File: src/rtl/seq_shift_unit_pkg.sv
// seq_shift_unit_pkg
//   Shared type definitions for the sequential shift unit.
//   state_t : FSM state encoding (IDLE, SHIFT, DONE).
package seq_shift_unit_pkg;

   typedef enum logic [1:0] {
      IDLE  = 2'd0,
      SHIFT = 2'd1,
      DONE  = 2'd2
   } state_t;

endpackage : seq_shift_unit_pkg

File: src/rtl/mux_2x1.sv
// mux_2x1
//   Two-input multiplexer over a 2**N-bit data word.
//   Parameters : N   log2 of data width
//   Ports      : i0  selected when s = 0
//                i1  selected when s = 1
//                s   select
//                y   selected word
module mux_2x1 #(
   parameter int unsigned N = 3
) (
   input  logic [2**N-1:0] i0,
   input  logic [2**N-1:0] i1,
   input  logic            s,
   output logic [2**N-1:0] y
);

   always_comb begin
      y = s ? i1 : i0;
   end

endmodule : mux_2x1

File: src/rtl/seq_shift_unit.sv
// seq_shift_unit
//   Multi-cycle logical shifter: shifts an operand by one bit per clock,
//   left or right, for a captured number of cycles.
//   Parameters : N       log2 of data width (W = 2**N)
//   Ports      : clk     rising-edge clock
//                reset   asynchronous active-high reset
//                start   request pulse, accepted only in IDLE
//                num     operand, captured on accepted start
//                shift   shift amount 0..W-1, captured on accepted start
//                select  direction, 0 = logical right, 1 = logical left
//                busy    high while in SHIFT or DONE
//                done    one-cycle completion pulse
//                result  working/final value, held until next accepted start
module seq_shift_unit
   import seq_shift_unit_pkg::*;
#(
   parameter int unsigned N = 3
) (
   input  logic            clk,
   input  logic            reset,
   input  logic            start,
   input  logic [2**N-1:0] num,
   input  logic [N-1:0]    shift,
   input  logic            select,
   output logic            busy,
   output logic            done,
   output logic [2**N-1:0] result
);

   localparam int unsigned W = 2**N;

   state_t         state;
   state_t         state_nxt;
   logic [W-1:0]   data_reg;
   logic [W-1:0]   right_step;
   logic [W-1:0]   left_step;
   logic [W-1:0]   step_val;
   logic [N-1:0]   cnt;
   logic           dir;
   logic           busy_q;
   logic           done_q;

   // One-bit step in either direction; zero fill comes from the shift operators.
   assign right_step = data_reg >> 1;
   assign left_step  = data_reg << 1;

   mux_2x1 #(
      .N (N)
   ) u_step_mux (
      .i0 (right_step),
      .i1 (left_step),
      .s  (dir),
      .y  (step_val)
   );

   always_comb begin
      state_nxt = state;
      case (state)
         IDLE: begin
            if (start) begin
               state_nxt = (shift == '0) ? DONE : SHIFT;
            end
         end
         SHIFT: begin
            if (cnt == N'(1)) begin
               state_nxt = DONE;
            end
         end
         DONE:    state_nxt = IDLE;
         default: state_nxt = IDLE;
      endcase
   end

   // busy/done are registered from the next state so they line up exactly
   // with the state register rather than being decoded after it.
   always_ff @(posedge clk or posedge reset) begin
      if (reset) begin
         state    <= IDLE;
         data_reg <= '0;
         cnt      <= '0;
         dir      <= 1'b0;
         busy_q   <= 1'b0;
         done_q   <= 1'b0;
      end else begin
         state  <= state_nxt;
         busy_q <= (state_nxt != IDLE);
         done_q <= (state_nxt == DONE);
         case (state)
            IDLE: begin
               if (start) begin
                  data_reg <= num;
                  cnt      <= shift;
                  dir      <= select;
               end
            end
            SHIFT: begin
               data_reg <= step_val;
               cnt      <= cnt - N'(1);
            end
            default: ;
         endcase
      end
   end

   assign busy   = busy_q;
   assign done   = done_q;
   assign result = data_reg;

endmodule : seq_shift_unit

File: config.mk
export PLATFORM = sky130hd
export DESIGN_NAME = seq_shift_unit
export DESIGN_NICKNAME = d
export VERILOG_FILES = /design/src/rtl/seq_shift_unit_pkg.sv /design/src/rtl/mux_2x1.sv /design/src/rtl/seq_shift_unit.sv
export SDC_FILE = /design/constraint.sdc
export NUM_CORES = 1
export LEC_CHECK = 0
export ABC_AREA = 0
export BUFFER_PORTS_ARGS = -buffer_cell sky130_fd_sc_hd__buf_2
export CAP_MARGIN = 0
export CORE_MARGIN = 2
export CORE_UTILIZATION = 57
export CTS_BUF_LIST = sky130_fd_sc_hd__clkbuf_4 sky130_fd_sc_hd__clkbuf_8
export CTS_CLUSTER_DIAMETER = 30
export DETAILED_ROUTE_END_ITERATION = 8
export PLACE_DENSITY = 0.93
export SETUP_SLACK_MARGIN = 0.5
export SYNTH_ARGS = -nofsm -noshare
export SYNTH_HDL_FRONTEND = slang
export SYNTH_SLANG_ARGS = --single-unit
File: constraint.sdc
create_clock -name clk -period 2.6 [get_ports clk]
set_clock_uncertainty 0.15 [all_clocks]
set_input_delay 0.39 -clock clk [delete_from_list [all_inputs] [get_ports clk]]
set_output_delay 0.39 -clock clk [all_outputs]
set_load 0.1 [all_outputs]
Word-level counts from Yosys, hierarchy flattened --
Index checks and enable logic that the tools add are counted.
Storage, ports and cells: output and inout port bits 10, logic and storage cells 26, input bits 15, bits in latches 0, bits in writable memories 0, flip-flop bits (word level) 16, ROM bits 0, memories kept 0
Operators by class: muxes and demuxes 9, $lt $le $gt $ge 0, reduce and logical (&&, ||, !) cells 6, multipliers 0, add/sub/neg operators 1, div/mod/pow operators 0, shifts and indexed selects 0, bitwise operators 0, eq/ne operators 4
Operator list (count):
- $mux 8 | 2
- $pmux 8 s2 | 1
- $mux 2 | 3
- $pmux 3 s2 | 1
- $pmux 2 s2 | 1
- $reduce_and 2->1 | 2
- $reduce_bool 2->1 | 2
- $eq 3x1->1 const B | 1
- $logic_not 3->1 | 1
- $mux 3 | 1
- $sub 3x1->3 const B | 1
- $eq 2x1->1 const B | 1
- $eq 2x2->1 const B | 1
- $logic_not 2->1 | 1
- $ne 2x2->1 const B | 1

Logic depth before layout (Yosys ltp) --
Gate-level depths: netlist of run 1.
word-level depth 5, gate-level depth with buffers 5, depth with buffers taken out 5

Cells and area by module --
From an unflattened synthesis of run 1, not the netlist that was laid out.
Second synthesis, totals: cell total of the unflattened synthesis 97, area total of the unflattened synthesis 967.2 um^2
By module, submodules not included:
- seq_shift_unit | cells an instance 88, area an instance 835.8 um^2, times used 1
- mux_2x1 | cells an instance 9, area an instance 131.4 um^2, times used 1

Worst setup path before layout of run 1 --
No wires, ideal clock.
path kind flip-flop to flip-flop, start reg data_reg[2] (netlist: result[2]), end reg data_reg[1] (netlist: result[1]), data required time 2354 ps, setup time 96 ps, buffers on the path 0, period minus slack after synthesis 1670 ps, stages on the path, launching flop included 4, path slack 930 ps, data arrival time 1425 ps, path through dfrtp_1 nor2b_1 a211oi_1 o31ai_1
Between the ends: word-level cells in the longest chain between the ends 2
Ends and longest elaborated chain:
- start, declared | line seq_shift_unit.sv:34 | logic [W-1:0] data_reg;
- start signal, assigned | line seq_shift_unit.sv:91 | data_reg <= num;
- start signal, assigned | line seq_shift_unit.sv:97 | data_reg <= step_val;
- $mux 8 | line mux_2x1.sv:18 | y = s ? i1 : i0;
- $pmux 8 s2 | line seq_shift_unit.sv:88 | case (state)
Every way passes these cells. A chain may end at the register's enable or synchronous reset.

Worst setup path in the final report of run 1 --
start reg data_reg[6] (netlist: result[6]), end out result[6]
RTL lines:
- end, declared | line seq_shift_unit.sv:27 | output logic [2**N-1:0] result
No word-level cell between the ends.

==> results of run 1 <==
sequential cells by signal, indices dropped and copies added (netlist names):
name and count:
busy 1, cnt 3, dir 1, done 1, result 8, state 2
cell usage in the layout (no fill, tap or decap), types with 2 or more instances in the layout:
| cell | instances |
|---|---|
| buf_2 | 24 |
| dfrtp_1 | 16 |
| nand2_1 | 8 |
| nor2_1 | 8 |
| inv_1 | 7 |
| a211oi_1 | 6 |
| o31ai_1 | 6 |
| a21oi_1 | 5 |
| and2b_1 | 5 |
| o22ai_1 | 3 |
| o21ai_0 | 3 |
| clkbuf_4 | 3 |
| nor2b_1 | 2 |
| nand2b_1 | 2 |
| a32oi_1 | 2 |
| ha_1 | 2 |
cell type report:
| cell class | instances | area share |
|---|---|---|
| multi-input cells | 61 | 0.411 |
| well taps | 16 | 0.0200 |
| repair buffers | 24 | 0.120 |
| inverters | 7 | 0.0263 |
| flip-flops and latches | 16 | 0.401 |
| clock buffers | 3 | 0.0225 |
path summary, 6_finish.rpt:
| check | from | to | slack, ns | cells after the start |
|---|---|---|---|---|
| worst min-delay path | reset | busy | 0.01 | 2 |
| min in group clk | select | dir | 0.20 | 2 |
| worst max register to register | state[0] | dir | 1.07 | 3 |
| max in group asynchronous | reset | result[3] | 1.90 | 2 |
| worst max-delay path | result[6] | result[6] | 0.92 | 1 |
| worst min register to register | result[7] | result[7] | 0.36 | 2 |
kinds of logic after synthesis:
group                    share of synthesized area
adder cells (fa/ha/maj)                     0.0283
multiplexers                                0.0170
AO/OA/AOI/OAI                                0.218
AND/OR/NAND/NOR                              0.201
flip-flops                                   0.453
buffers and inverters                       0.0822
stage by stage:
| stage | cells | setup WS (ns) | hold slack, ns | cell area (sq um) | util |
|---|---|---|---|---|---|
| 6_report | 127 | 0.916 | 0.0109 | 1000 | 0.679 |
| 2_1_floorplan | 89 | 0.930 | 0.154 | 883 | - |
| 3_3_place_gp | 124 | 1.13 | 0.331 | 977 | 0.664 |
| 4_1_cts | 127 | 0.905 | 0.0243 | 1000 | 0.679 |
| 5_1_grt | 127 | 0.867 | 0.0655 | 1000 | 0.679 |
| 3_5_place_dp | 124 | 1.08 | 0.337 | 977 | 0.664 |
routing by layer:
metal | part of all wire | wire (um)
met5 | 0 | 0
met1 | 0.44 | 715
met2 | 0.50 | 816
met3 | 0.051 | 83
met4 | 0.0062 | 10
==> metrics.txt, run 1 <==
CTS hold repair buffers=0; initial drt markers=9; WL/cell=~13 um; multi-input logic area=just over 400 sq um; Final TNS setup=0 ns; Starting Density=0.600; crit path buf inv count=1; PostCTS Resize Cnt=0; synthesized area per cell=about 10 sq um; Final GP Congestion=around 0.8; Synth cell types=26; number of port buffers=24; setup bufs post-CTS=0; total track usage=0.198; endpoints failing setup=0; Die W=43.4 um; RSZ-0062 raised after global routing=false; crit share post-route=0.648; Final Slew Violations=0; DR DRC count=0; Primary FF master, synth=dfrtp_1; top cells by area, synth=dfrtp_1 45%, a211oi_1 5.1%, o31ai_1 5.1%, and2b_1 4.2%, buf_6 3.8%; FF/Latch Area=around 400 sq um; pin count of the biggest net entering global routing=19; Post-synth top cells=16 x dfrtp_1, 8 x nand2_1, 8 x nor2_1; # nets final=130; CP peak stage delay=0.45 ns; CP delay by family, top=buffers and inverters; EDFF count, synth=0; Cell Area, Synth=883 sq um; Area Overhead vs Synth=13.2%; critical path peak fanout=4; net count after synthesis=about 110; first-pass GRT wire length=2710 um; Die ar.=about 1900 sq um; final period demand of the worst path=1.68 ns; fraction of layout cells with a size suffix above 1=0.297; GRT met3 Usage=0.0500; worst skew pair latency=roughly 0.28 ns; Final Hold Violating Endpoints=0; CTS sink count=16; Vias/cell=~5.6; ys async rst share=1.00; initial antenna violation count=0; max cap viols=0; cells after synthesis=89; Clk pin slew, worst setup/hold paths=approximately 0.08 ns; status=finished clean; gr ovfl total=0; boundary pin count=25; CP max stage cell=buf_2; fmax=between 0.5 and 0.6 GHz; critical path required time=approximately 2.1 ns; CTS tree=done; GR Layer Usage met1=0.241; H-Tree Depth=1; crit-path cells=buf_2; WS Path Type=flop to output port; FILL cells=128; busiest grt layer=met2; detailed-placement wirelength estimate=1250 um; Root Buffer=clkbuf_4; std cell rows=14; Core Box Area=around 1500 sq um; Die Height=between 40 and 50 um; Ant. Diodes=0; cell taking the most area after synthesis=dfrtp_1; Least-Margin Pin Slew=just under 0.6 ns; register area share after synthesis=0.453; Yosys reg bits=16; YS warnings=0; Num CTS Buffers=3; vias in the first global route=669; CP Capture Type=output port; met2 Use GR=0.328; top cell type's share of synthesized area=0.453; top-count cell post-synth=dfrtp_1; crit path DAT=1.14 ns; Worst Hold Class=primary input to async pin; clock buffer depth=2; startpoint types=flop; via count=between 700 and 800; TritonRoute pass-1 iters=4; final WL=approximately 1600 um; Max transition margin=0.602; Routed Antenna Nets=0
Power of run 1 is not shown: default switching activity piles up to over one toggle a cycle in this logic, so the estimate is an artifact.
==> run 2: changes to the inputs <==
--- a/config.mk
+++ b/config.mk
@@ -9,11 +9,11 @@
 export BUFFER_PORTS_ARGS = -buffer_cell sky130_fd_sc_hd__buf_2
 export CAP_MARGIN = 0
 export CORE_MARGIN = 2
-export CORE_UTILIZATION = 57
+export CORE_UTILIZATION = 53
 export CTS_BUF_LIST = sky130_fd_sc_hd__clkbuf_4 sky130_fd_sc_hd__clkbuf_8
 export CTS_CLUSTER_DIAMETER = 30
 export DETAILED_ROUTE_END_ITERATION = 8
-export PLACE_DENSITY = 0.93
+export PLACE_DENSITY = 0.88
 export SETUP_SLACK_MARGIN = 0.5
 export SYNTH_ARGS = -nofsm -noshare
 export SYNTH_HDL_FRONTEND = slang
==> constraint.sdc (replaced) <==
create_clock -name clk -period 1.7 [get_ports clk]
set_clock_uncertainty 0.15 [all_clocks]
set_input_delay 0.255 -clock clk [delete_from_list [all_inputs] [get_ports clk]]
set_output_delay 0.255 -clock clk [all_outputs]
set_load 0.1 [all_outputs]
==> metrics.txt, run 2 <==
status=stopped before the end; Failed at=global routing; tool error=[ERROR DPL-0038] Utilization greater than 100%, impossible to legalize; register area share after synthesis=0.453 (unchanged); post-GRT worst EP=dir$_DFFE_PP0P_/D; YS warnings=0 (unchanged); Starting Density=0.573 (-0.0273); H-Tree Depth=1 (unchanged); top cell type's share of synthesized area=0.453 (unchanged); Die W=44.8 um (+3.4%); cells after synthesis=89 (unchanged); ys async rst share=1.00 (unchanged); Cell Area, Synth=883 sq um (unchanged); synthesized area per cell=9.93 sq um (unchanged); cell taking the most area after synthesis=dfrtp_1; top-count cell post-synth=dfrtp_1; EDFF count, synth=0 (unchanged); Post-synth top cells=16 x dfrtp_1, 8 x nand2_1, 8 x nor2_1; Final GP Congestion=0.766 (-1.7%); number of port buffers=24 (unchanged); clock buffer depth=2 (unchanged); Die Height=44.8 um (+3.4%); detailed-placement wirelength estimate=1290 um (+3.3%); Primary FF master, synth=dfrtp_1; std cell rows=14 (unchanged); boundary pin count=25 (unchanged); CTS sink count=16 (unchanged); net count after synthesis=106 (unchanged); Root Buffer=clkbuf_4; Yosys reg bits=16 (unchanged); pin count of the biggest net entering global routing=17; Num CTS Buffers=3 (unchanged); Synth cell types=26 (unchanged); WEP type=register input; top cells by area, synth=dfrtp_1 45%, a211oi_1 5.1%, o31ai_1 5.1%, and2b_1 4.2%, buf_6 3.8%
==> run 2: what timing repair did <==
action                                 4_1_cts
endpoints found under the hold margin       16
pin swaps                                    3
buffers inserted                            16
setup endpoints to repair                   25
resized for setup                           56
==> run 2: cells by family after synthesis <==
family	after synthesis	share of synthesized area
AND/OR/NAND/NOR	31	0.201
AO/OA/AOI/OAI	27	0.218
buffers and inverters	12	0.0822
adder cells (fa/ha/maj)	2	0.0283
multiplexers	1	0.0170
flip-flops	16	0.453
==> run 2: metrics by stage <==
stage               utilization  setup WS, ns  std cells  cell area, sq um
detailed placement        0.677         0.140        125              1040
CTS                       0.900         0.321        144              1390
global placement          0.677         0.194        125              1040
floorplan                     -         0.384         89               942
==> run 3: changes to the inputs <==
--- a/config.mk
+++ b/config.mk
@@ -8,13 +8,10 @@
 export ABC_AREA = 0
 export BUFFER_PORTS_ARGS = -buffer_cell sky130_fd_sc_hd__buf_2
 export CAP_MARGIN = 0
-export CORE_MARGIN = 2
-export CORE_UTILIZATION = 53
-export CTS_BUF_LIST = sky130_fd_sc_hd__clkbuf_4 sky130_fd_sc_hd__clkbuf_8
-export CTS_CLUSTER_DIAMETER = 30
+export CORE_AREA = 2 2 63 65
 export DETAILED_ROUTE_END_ITERATION = 8
-export PLACE_DENSITY = 0.88
-export SETUP_SLACK_MARGIN = 0.5
+export DIE_AREA = 0 0 65 67
+export PLACE_DENSITY_LB_ADDON = 0.15
 export SYNTH_ARGS = -nofsm -noshare
 export SYNTH_HDL_FRONTEND = slang
 export SYNTH_SLANG_ARGS = --single-unit
==> metrics.txt, run 3 (synthesis results as in run 1) <==
status=finished clean; fmax=roughly 0.64 GHz; initial drt markers=13; commonest non-fill, non-tap cells in the layout=24 x buf_2, 16 x dfrtp_1, 8 x nand2_1, 8 x nor2_1, 7 x inv_1; first-pass GRT wire length=3330 um; placed cells=159 (+27%); CTS tree=done; Max transition margin=0.676; Vias/cell=~4.5; crit path DAT=~1.6 ns; Final TNS setup=0 ns; boundary pin count=25 (unchanged); commonest non-fill, non-tap cell in the layout=buf_2; crit share post-route=0.919; Area Overhead vs Synth=24.9%; # nets final=134; max cap viols=0; CTS sink count=16 (unchanged); Root Buffer=clkbuf_8; Final Non-Filler Cells=163; setup bufs post-CTS=0 (-16); crit path buf inv count=0; Die W=65 um (+45%); Num CTS Buffers=3 (unchanged); TritonRoute pass-1 iters=4; Layout Utilization=0.306; final period demand of the worst path=around 1.6 ns; std cell rows=22 (+8); gr ovfl total=0; Ant. Diodes=0; vias in the first global route=around 740; critical path peak fanout=12; Largest register FFs=8; startpoint types=flop; critical path required time=approximately 1.7 ns; RSZ-0062 raised after global routing=false; WL/cell=12.1 um; WS Path Type=flop to flop; initial antenna violation count=0; number of port buffers=24 (unchanged); Final Cell Area=about 1100 sq um; CP peak stage delay=between 0.5 and 0.6 ns; Final Hold Violating Endpoints=0; Routed Antenna Nets=0; Clk pin slew, worst setup/hold paths=about 0.070 ns; Starting Density=0.245 (-0.328); dpl cell area=1050 sq um (+0.84%); CP Capture Type=flop; DR DRC count=0; Core Box Area=around 3600 sq um; crit-path cells=nor2b_2 -> and2b_2 -> mux2_4; via count=741; detailed-placement wirelength estimate=1460 um (+13%); final WL=a little under 2000 um; Die ar.=around 4400 sq um; PostCTS Resize Cnt=0 (-100%); CP max stage cell=dfrtp_1; Least-Margin Pin Slew=roughly 0.5 ns; Worst Hold Class=primary input to flop; Die Height=67 um (+49%); endpoints failing setup=0; CP delay by family, top=flip-flops; fraction of layout cells with a size suffix above 1=0.313; Final GP Congestion=0.709 (-7.5%); worst skew pair latency=0.25 ns; Final Slew Violations=0; H-Tree Depth=1 (unchanged); CTS hold repair buffers=1; pin count of the biggest net entering global routing=17; clock buffer depth=2 (unchanged); total track usage=0.100
## run 3: layout make-up
cell class                      instances  area (sq um)
Clock buffer                            3          41.3
Timing Repair Buffer                   28           165
Sequential cell                        16           400
Multi-Input combinational cell         61           410
Fill cell                             400          2500
Tap cell                               48          60.1
Inverter                                7          26.3
## run 3: metrics by stage
stage | setup WS (ns) | hold WS, ns
finish | 0.137 | 0.0838
global route | 0.0297 | 0.0820
CTS | 0.156 | 0.0783
detailed placement | 0.157 | 0.140
global placement | 0.200 | 0.132
floorplan | 0.0295 | 0.0187
## run 3: path summary, 6_finish.rpt
check,start,endpoint,slack [ns],cells after the start
worst max-delay path,state[0],dir,0.14,3
worst min-delay path,select,dir,0.08,2
worst max register to register,state[0],dir,0.14,3
worst min register to register,result[7],result[7],0.35,2
max in group asynchronous,reset,done,0.81,4
min in group asynchronous,reset,result[1],0.41,4
## run 3: routing by layer
| layer | vias to the layer above | share of wire | global-route usage |
|---|---|---|---|
| met5 | - | 0 | 0 |
| met4 | 0 | 0.0051 | 0.0160 |
| met3 | 2 | 0.059 | 0.0338 |
| met2 | 18 | 0.49 | 0.193 |
| met1 | 355 | 0.44 | 0.106 |
| li1 | 366 | - | - |
Power of run 3 is left out for the same reason.
